File: src/rtl/cfg_readout_pkg.sv
// Word map, FSM state and feature-bit indices for the configuration readout unit.
package cfg_readout_pkg;

    localparam int unsigned ADDR_MAGIC   = 'h00;
    localparam int unsigned ADDR_FEAT    = 'h01;
    localparam int unsigned ADDR_SIZES   = 'h02;
    localparam int unsigned ADDR_PRED    = 'h03;
    localparam int unsigned ADDR_HALT    = 'h04;
    localparam int unsigned ADDR_EXC     = 'h05;
    localparam int unsigned ADDR_DM      = 'h06;
    localparam int unsigned ADDR_RULECNT = 'h07;
    localparam int unsigned TABLE_BASE [6] = '{'h10, 'h20, 'h30, 'h40, 'h50, 'h60};
    localparam int unsigned TABLE_SIZE     = 16;
    localparam int unsigned ADDR_DUMP_LAST = 'h6F;

    localparam logic [63:0] MAGIC = 64'h4356_4136_4346_4701;

    typedef enum logic [3:0] {
        FEAT_FPU_EN, FEAT_XF16, FEAT_XF16ALT, FEAT_XF8, FEAT_RVA, FEAT_RVV,
        FEAT_RVC, FEAT_RVZCB, FEAT_XFVEC, FEAT_CVXIF_EN, FEAT_ZICOND_EN,
        FEAT_RVS, FEAT_RVU, FEAT_DEBUG_EN, FEAT_NON_IDEMPOTENCE_EN, FEAT_AXI_BURST_WRITE_EN
    } feat_idx_e;

    typedef enum logic {IDLE, DUMP} fsm_state_e;

    function automatic logic is_mapped(input int unsigned addr);
        return (addr <= ADDR_RULECNT) ||
               (addr >= TABLE_BASE[0] && addr < TABLE_BASE[5] + TABLE_SIZE);
    endfunction

endpackage

File: src/rtl/config_pkg.sv
// Minimal CVA6 configuration type carrying the fields the readout unit exposes.
package config_pkg;

    typedef struct packed {
        bit              FpuEn;
        bit              XF16;
        bit              XF16ALT;
        bit              XF8;
        bit              RVA;
        bit              RVV;
        bit              RVC;
        bit              RVZCB;
        bit              XFVec;
        bit              CvxifEn;
        bit              ZiCondExtEn;
        bit              RVS;
        bit              RVU;
        bit              DebugEn;
        bit              NonIdemPotenceEn;
        bit              AxiBurstWriteEn;
        int unsigned     NrCommitPorts;
        int unsigned     AxiIdWidth;
        int unsigned     AxiAddrWidth;
        int unsigned     AxiDataWidth;
        int unsigned     AxiUserWidth;
        int unsigned     NrLoadBufEntries;
        int unsigned     MaxOutstandingStores;
        int unsigned     NrPMPEntries;
        int unsigned     RASDepth;
        int unsigned     BTBEntries;
        int unsigned     BHTEntries;
        int unsigned     NOCType;
        logic [63:0]     HaltAddress;
        logic [63:0]     ExceptionAddress;
        logic [63:0]     DmBaseAddress;
        int unsigned     NrNonIdempotentRules;
        logic [1023:0]   NonIdempotentAddrBase;
        logic [1023:0]   NonIdempotentLength;
        int unsigned     NrExecuteRegionRules;
        logic [1023:0]   ExecuteRegionAddrBase;
        logic [1023:0]   ExecuteRegionLength;
        int unsigned     NrCachedRegionRules;
        logic [1023:0]   CachedRegionAddrBase;
        logic [1023:0]   CachedRegionLength;
    } cva6_cfg_t;

endpackage

File: src/rtl/cva6_config_pkg.sv
// Default elaborated core configuration.
package cva6_config_pkg;

    localparam config_pkg::cva6_cfg_t cva6_cfg = '{
        FpuEn: 1'b1, XF16: 1'b1, XF16ALT: 1'b1, XF8: 1'b1, RVA: 1'b1, RVV: 1'b1,
        RVC: 1'b1, RVZCB: 1'b1, XFVec: 1'b1, CvxifEn: 1'b1, ZiCondExtEn: 1'b1,
        RVS: 1'b1, RVU: 1'b1, DebugEn: 1'b1, NonIdemPotenceEn: 1'b0, AxiBurstWriteEn: 1'b0,
        NrCommitPorts: 2, AxiIdWidth: 4, AxiAddrWidth: 64, AxiDataWidth: 64, AxiUserWidth: 1,
        NrLoadBufEntries: 2, MaxOutstandingStores: 7, NrPMPEntries: 8,
        RASDepth: 2, BTBEntries: 32, BHTEntries: 128, NOCType: 1,
        HaltAddress: 64'h800, ExceptionAddress: 64'h808, DmBaseAddress: 64'h0,
        NrNonIdempotentRules: 2,
        NonIdempotentAddrBase: 1024'({64'h0, 64'h0}),
        NonIdempotentLength: 1024'({64'h0, 64'h0}),
        NrExecuteRegionRules: 3,
        ExecuteRegionAddrBase: 1024'({64'h8000_0000, 64'h1_0000, 64'h0}),
        ExecuteRegionLength: 1024'({64'h4000_0000, 64'h1_0000, 64'h1000}),
        NrCachedRegionRules: 1,
        CachedRegionAddrBase: 1024'({64'h8000_0000}),
        CachedRegionLength: 1024'({64'h4000_0000})
    };

endpackage

File: src/rtl/cfg_readout_encode.sv
// Combinational word-address to configuration-word encoder.
module cfg_readout_encode
    import cfg_readout_pkg::*;
#(
    parameter config_pkg::cva6_cfg_t CVA6Cfg = cva6_config_pkg::cva6_cfg,
    parameter int unsigned AddrWidth = 7
) (
    input  logic [AddrWidth-1:0] addr,
    output logic [63:0]          data,
    output logic                 err
);

    // Entries at or beyond the populated rule count read as zero without error.
    function automatic logic [63:0] rule(input logic [1023:0] tab, input int unsigned cnt,
                                         input logic [3:0] i);
        return (32'(i) < cnt) ? tab[64*i +: 64] : '0;
    endfunction

    logic [15:0]  feat;
    int unsigned  a;

    always_comb begin
        feat = '0;
        feat[FEAT_FPU_EN]             = CVA6Cfg.FpuEn;
        feat[FEAT_XF16]               = CVA6Cfg.XF16;
        feat[FEAT_XF16ALT]            = CVA6Cfg.XF16ALT;
        feat[FEAT_XF8]                = CVA6Cfg.XF8;
        feat[FEAT_RVA]                = CVA6Cfg.RVA;
        feat[FEAT_RVV]                = CVA6Cfg.RVV;
        feat[FEAT_RVC]                = CVA6Cfg.RVC;
        feat[FEAT_RVZCB]              = CVA6Cfg.RVZCB;
        feat[FEAT_XFVEC]              = CVA6Cfg.XFVec;
        feat[FEAT_CVXIF_EN]           = CVA6Cfg.CvxifEn;
        feat[FEAT_ZICOND_EN]          = CVA6Cfg.ZiCondExtEn;
        feat[FEAT_RVS]                = CVA6Cfg.RVS;
        feat[FEAT_RVU]                = CVA6Cfg.RVU;
        feat[FEAT_DEBUG_EN]           = CVA6Cfg.DebugEn;
        feat[FEAT_NON_IDEMPOTENCE_EN] = CVA6Cfg.NonIdemPotenceEn;
        feat[FEAT_AXI_BURST_WRITE_EN] = CVA6Cfg.AxiBurstWriteEn;
    end

    always_comb begin
        a    = 32'(addr);
        data = '0;
        err  = 1'b0;
        if (!is_mapped(a)) begin
            err = 1'b1;
        end else if (a <= ADDR_RULECNT) begin
            case (a)
                ADDR_MAGIC:   data = MAGIC;
                ADDR_FEAT:    data = 64'(feat);
                ADDR_SIZES:   data = {8'(CVA6Cfg.NrPMPEntries), 8'(CVA6Cfg.MaxOutstandingStores),
                                      8'(CVA6Cfg.NrLoadBufEntries), 8'(CVA6Cfg.AxiUserWidth),
                                      8'(CVA6Cfg.AxiDataWidth), 8'(CVA6Cfg.AxiAddrWidth),
                                      8'(CVA6Cfg.AxiIdWidth), 8'(CVA6Cfg.NrCommitPorts)};
                ADDR_PRED:    data = {8'h00, 8'(CVA6Cfg.NOCType), 16'(CVA6Cfg.BHTEntries),
                                      16'(CVA6Cfg.BTBEntries), 16'(CVA6Cfg.RASDepth)};
                ADDR_HALT:    data = CVA6Cfg.HaltAddress;
                ADDR_EXC:     data = CVA6Cfg.ExceptionAddress;
                ADDR_DM:      data = CVA6Cfg.DmBaseAddress;
                ADDR_RULECNT: data = {40'h0, 8'(CVA6Cfg.NrCachedRegionRules),
                                      8'(CVA6Cfg.NrExecuteRegionRules),
                                      8'(CVA6Cfg.NrNonIdempotentRules)};
                default:      data = '0;
            endcase
        end else begin
            case ((a - TABLE_BASE[0]) / TABLE_SIZE)
                0: data = rule(CVA6Cfg.NonIdempotentAddrBase, CVA6Cfg.NrNonIdempotentRules, a[3:0]);
                1: data = rule(CVA6Cfg.NonIdempotentLength, CVA6Cfg.NrNonIdempotentRules, a[3:0]);
                2: data = rule(CVA6Cfg.ExecuteRegionAddrBase, CVA6Cfg.NrExecuteRegionRules, a[3:0]);
                3: data = rule(CVA6Cfg.ExecuteRegionLength, CVA6Cfg.NrExecuteRegionRules, a[3:0]);
                4: data = rule(CVA6Cfg.CachedRegionAddrBase, CVA6Cfg.NrCachedRegionRules, a[3:0]);
                5: data = rule(CVA6Cfg.CachedRegionLength, CVA6Cfg.NrCachedRegionRules, a[3:0]);
                default: data = '0;
            endcase
        end
    end

endmodule

File: src/rtl/cfg_readout_unit.sv
// Read-only responder exposing the core configuration; single reads or full-map dump.
module cfg_readout_unit
    import cfg_readout_pkg::*;
#(
    parameter config_pkg::cva6_cfg_t CVA6Cfg = cva6_config_pkg::cva6_cfg,
    parameter int unsigned AddrWidth = 7
) (
    input  logic                 clk_i,
    input  logic                 rst_ni,
    input  logic                 req_valid_i,
    output logic                 req_ready_o,
    input  logic [AddrWidth-1:0] req_addr_i,
    input  logic                 dump_start_i,
    output logic                 rsp_valid_o,
    input  logic                 rsp_ready_i,
    output logic [63:0]          rsp_data_o,
    output logic                 rsp_err_o,
    output logic                 rsp_last_o,
    output logic                 busy_o
);

    fsm_state_e           state_q, state_d;
    logic [AddrWidth-1:0] cnt_q, cnt_d, enc_addr;
    logic [63:0]          enc_data;
    logic                 enc_err, load, load_ok, last_d;

    function automatic logic [AddrWidth-1:0] next_addr(input logic [AddrWidth-1:0] cur);
        return (32'(cur) == ADDR_RULECNT) ? AddrWidth'(TABLE_BASE[0]) : cur + 1'b1;
    endfunction

    cfg_readout_encode #(
        .CVA6Cfg  (CVA6Cfg),
        .AddrWidth(AddrWidth)
    ) u_encode (
        .addr(enc_addr),
        .data(enc_data),
        .err (enc_err)
    );

    always_comb begin
        load_ok     = !rsp_valid_o || rsp_ready_i;
        state_d     = state_q;
        cnt_d       = cnt_q;
        enc_addr    = req_addr_i;
        load        = 1'b0;
        last_d      = 1'b0;
        req_ready_o = 1'b0;
        case (state_q)
            IDLE: begin
                if (dump_start_i) begin
                    // Word 0 loads on the start edge when the output slot is free.
                    state_d  = DUMP;
                    enc_addr = '0;
                    load     = load_ok;
                    cnt_d    = load_ok ? next_addr('0) : '0;
                end else begin
                    req_ready_o = load_ok;
                    load        = req_valid_i && load_ok;
                end
            end
            DUMP: begin
                enc_addr = cnt_q;
                if (load_ok) begin
                    load = 1'b1;
                    if (32'(cnt_q) == ADDR_DUMP_LAST) begin
                        last_d  = 1'b1;
                        state_d = IDLE;
                        cnt_d   = '0;
                    end else begin
                        cnt_d = next_addr(cnt_q);
                    end
                end
            end
            default: state_d = IDLE;
        endcase
    end

    always_ff @(posedge clk_i) begin
        if (!rst_ni) begin
            state_q     <= IDLE;
            cnt_q       <= '0;
            rsp_valid_o <= 1'b0;
            rsp_data_o  <= '0;
            rsp_err_o   <= 1'b0;
            rsp_last_o  <= 1'b0;
        end else begin
            state_q <= state_d;
            cnt_q   <= cnt_d;
            if (load) begin
                rsp_valid_o <= 1'b1;
                rsp_data_o  <= enc_data;
                rsp_err_o   <= enc_err;
                rsp_last_o  <= last_d;
            end else if (rsp_ready_i) begin
                rsp_valid_o <= 1'b0;
                rsp_last_o  <= 1'b0;
            end
        end
    end

    assign busy_o = (state_q == DUMP) || (rsp_valid_o && rsp_last_o);

endmodule
File: config.mk
export PLATFORM = sky130hd
export DESIGN_NAME = cfg_readout_unit
export DESIGN_NICKNAME = d
export VERILOG_FILES = /design/src/rtl/cfg_readout_pkg.sv /design/src/rtl/config_pkg.sv /design/src/rtl/cva6_config_pkg.sv /design/src/rtl/cfg_readout_encode.sv /design/src/rtl/cfg_readout_unit.sv
export SDC_FILE = /design/constraint.sdc
export NUM_CORES = 1
export LEC_CHECK = 0
export CAP_MARGIN = 0
export CORE_ASPECT_RATIO = 1.1
export CORE_MARGIN = 8
export CORE_UTILIZATION = 45
export DETAILED_ROUTE_END_ITERATION = 8
export HOLD_SLACK_MARGIN = 0.1
export PLACE_DENSITY = 0.83
export SLEW_MARGIN = 0
export SYNTH_ARGS = -nofsm -noshare
export SYNTH_HDL_FRONTEND = slang
export SYNTH_SLANG_ARGS = --single-unit
File: constraint.sdc
create_clock -name clk_i -period 4.7 [get_ports clk_i]
set_clock_uncertainty 0.15 [all_clocks]
set_input_delay 0.47 -clock clk_i [delete_from_list [all_inputs] [get_ports clk_i]]
set_output_delay 0.47 -clock clk_i [all_outputs]
set_load 0.005 [all_outputs]
==> flow_summary.toml <==
[run_status]
status = "finished clean"

[run]
maxCapViolCount = 0

[worst_setup_path]
timing.rr.start = "state_q"
crit_required_ns = 4.74
reg2regPathDepth = 8
startpoint_type = "input port"
critPathCaptureType = "flip-flop"
worstPathArrival_ns = 3.13
regToRegSetupSlack_ns = 1.67
timing.rr.end = "rsp_data_o[12]"
worstSetupPathType = "in2reg"
crit_path_max_fanout = 10
endpoint = "rsp_data_o[12]"
crit_start = "dump_start_i"

[clock_tree]
clock-sinks = 27
path_clk_slew_ns = 0.10
cts_hold_buf = 0
cts_buffers = 3
cts-root-buf = "clkbuf_8"
htreeDepth = 1
post_cts_buffers = 0
cts.path.max_buffers = 2
clk_latency_ns = 0.27
tritoncts = "built"
cts.repair.resized = 0

[pwr]
p_leak_nw = 0.841
peakVddDrop_uv = 179
power_per_cell_area_nw_per_um2 = 234

[sta]
post-route-period-util_pct = 65.8
setup-tns-final_ns = 0
max_freq_mhz = 323
min_period_ns = 3.09
hold_violations = 0
setup_violations = 0
tightest_slew_ns = 0.921
rsz0062_at_grt = "false"
slew_headroom_pct = 38.5
finalMaxSlewViolations = 0

[global_routing]
grtUsageMet3_pct = 2.51
grt_overflow = 0
busiest_layer = "met2"
grt.total_usage_pct = 13.5
grt_pass1_wl_mm = 7.69
antenna_found_initial = 0
grt_use_met2_pct = 23.7
grt_start_max_net_pins = 32
grt_util_met1_pct = 15.4
grt_pass1_vias = 1662

[die]
initial_core_util_pct = 46.5
io_pins = 81
core_um2 = 4290
die_x_um = 79.4
die_y_um = 85.8
row_count = 25
dieArea_um2 = 6810

[layout]
drive_gt1_share_pct = 7.22
multi_input_area_um2 = 1050
synthToLayoutAreaGrowth_pct = 15.7
regArea_um2 = 541
nFillCells = 412
antenna_cells = 0
finalNetCount = 278
fin_cells = 317
final_area_um2 = 2300

[logic_synthesis]
synth.largest_area_cell = "dfxtp_1"
ys.warnings.count = 0
avgSynthCellArea_um2 = 8.23
synth_top_family_by_area = "buffers and inverters"
syn_area_um2 = 1990
synthAdderAreaFrac_pct = 1.26
synth_cell_types = 59
synth_top_area_share_pct = 27.2
synth-seq-cells = 27
synthFlopType = "dfxtp_1"
synthSimpleGateAreaFrac_pct = 23.5
synth.top_cells.by_count = "buf_4, dfxtp_1, nor2_1"
synthMuxAreaShare_pct = 0
synth-edff-count = 0
synth_most_common_cell = "buf_4"
synthXorXnorAreaFrac_pct = 0
ys_async_sr_fraction_pct = 0
synthTopCellsByArea = "dfxtp_1, buf_4, nor2_1"
synth-compound-area-share_pct = 23.6
synth_seq_area_share_pct = 27.2
synthCells = 242

[detailed_routing]
wire_per_inst_um = 14.9
vias = 1700
drt_first_pass_iters = 4
vias_per_cell = 5.36
drc = 0
drt-initial-drc-count = 110
wl_mm = 4.72
postRouteAntennaNets = 0

[placed_design]
gp_congestion = 0.848
port_buffers = 58
dp_hpwl_mm = 3.69
placed_area_um2 = 2250
dp.cells = 313

[min_path]
worstHoldPathType = "reg2reg"
## layout make-up
| type | instances | share of cell area [%] |
|---|---|---|
| repair buffers | 58 | 25.2 |
| flip-flops and latches | 27 | 23.5 |
| multi-input cells | 169 | 45.4 |
| inverters | 5 | 0.815 |
| clock inverters | 1 | 0.326 |
| clock buffers | 3 | 1.79 |
| well taps | 54 | 2.93 |
## cell usage in the layout (no fill, tap or decap), drive strengths merged, types with 3 or more instances in the layout
cell            n
clkdlybuf4s50  58
dfxtp          27
nor2           22
conb           22
nand2          21
a21oi          13
o21ai          12
a32oi           8
nand3           7
inv             5
nor3            4
a22oi           4
and3            4
o31ai           4
nor2b           3
o211ai          3
nor3b           3
clkbuf          3
or3b            3
## state kept, by name, summed over array words and instances (netlist names)
name	count
rsp_data_o	16
cnt_q	7
rsp_err_o	1
rsp_last_o	1
rsp_valid_o	1
state_q	1
## how the worst min path moves through the flow
stage	from	endpoint	slack, ns	cells past startpoint
after global placement	rsp_data_o[1]	rsp_data_o[1]	0.29	2
after detailed placement	rsp_data_o[1]	rsp_data_o[1]	0.30	2
after global routing	rsp_data_o[30]	rsp_data_o[30]	0.35	2
final	rsp_data_o[1]	rsp_data_o[1]	0.32	2
after floorplan	rsp_data_o[1]	rsp_data_o[1]	0.30	2
after CTS	rsp_data_o[1]	rsp_data_o[1]	0.32	2
## critical path, cell delays in order
cell and delay (ns):
clkdlybuf4s50_1 0.57, or2_1 0.41, o21ai_2 0.38, inv_1 0.08
ha_1 0.24, a311o_1 0.33, a21oi_1 0.22, a21oi_2 0.12
o41ai_2 0.29
## logic make-up (layout without fill, tap and decap cells)
| group | Yosys count | in the layout |
|---|---|---|
| AND/OR/NAND/NOR | 84 | 84 |
| buffers and inverters | 67 | 67 |
| AO/OA/AOI/OAI | 61 | 61 |
| flip-flops | 27 | 27 |
| adder cells (fa/ha/maj) | 2 | 2 |
| other | 1 | 22 |
## stage by stage
stage / hold WS, ns / worst slack [ns] / power [mW] / utilization, %
floorplan: 0.298 / 2.04 / 0.370 / -
global placement: 0.291 / 1.41 / 0.402 / 52.6
detailed placement: 0.298 / 1.34 / 0.406 / 52.6
CTS: 0.320 / 1.62 / 0.540 / 53.7
global route: 0.348 / 1.44 / 0.566 / 53.7
finish: 0.324 / 1.61 / 0.538 / 53.7
## where the power goes
group | internal, mW | switching [mW] | total, mW
Combinational | 0.0760 | 0.0718 | 0.148
Sequential | 0.239 | 0.0142 | 0.253
Clock | 0.0602 | 0.0769 | 0.137
## metal layers
metal	wire, µm	part of all wire (%)
met1	1950	41
met2	2360	50
met3	348	7.4
met4	67	1.4
met5	0	0
Power figures use the tool's default switching activity.
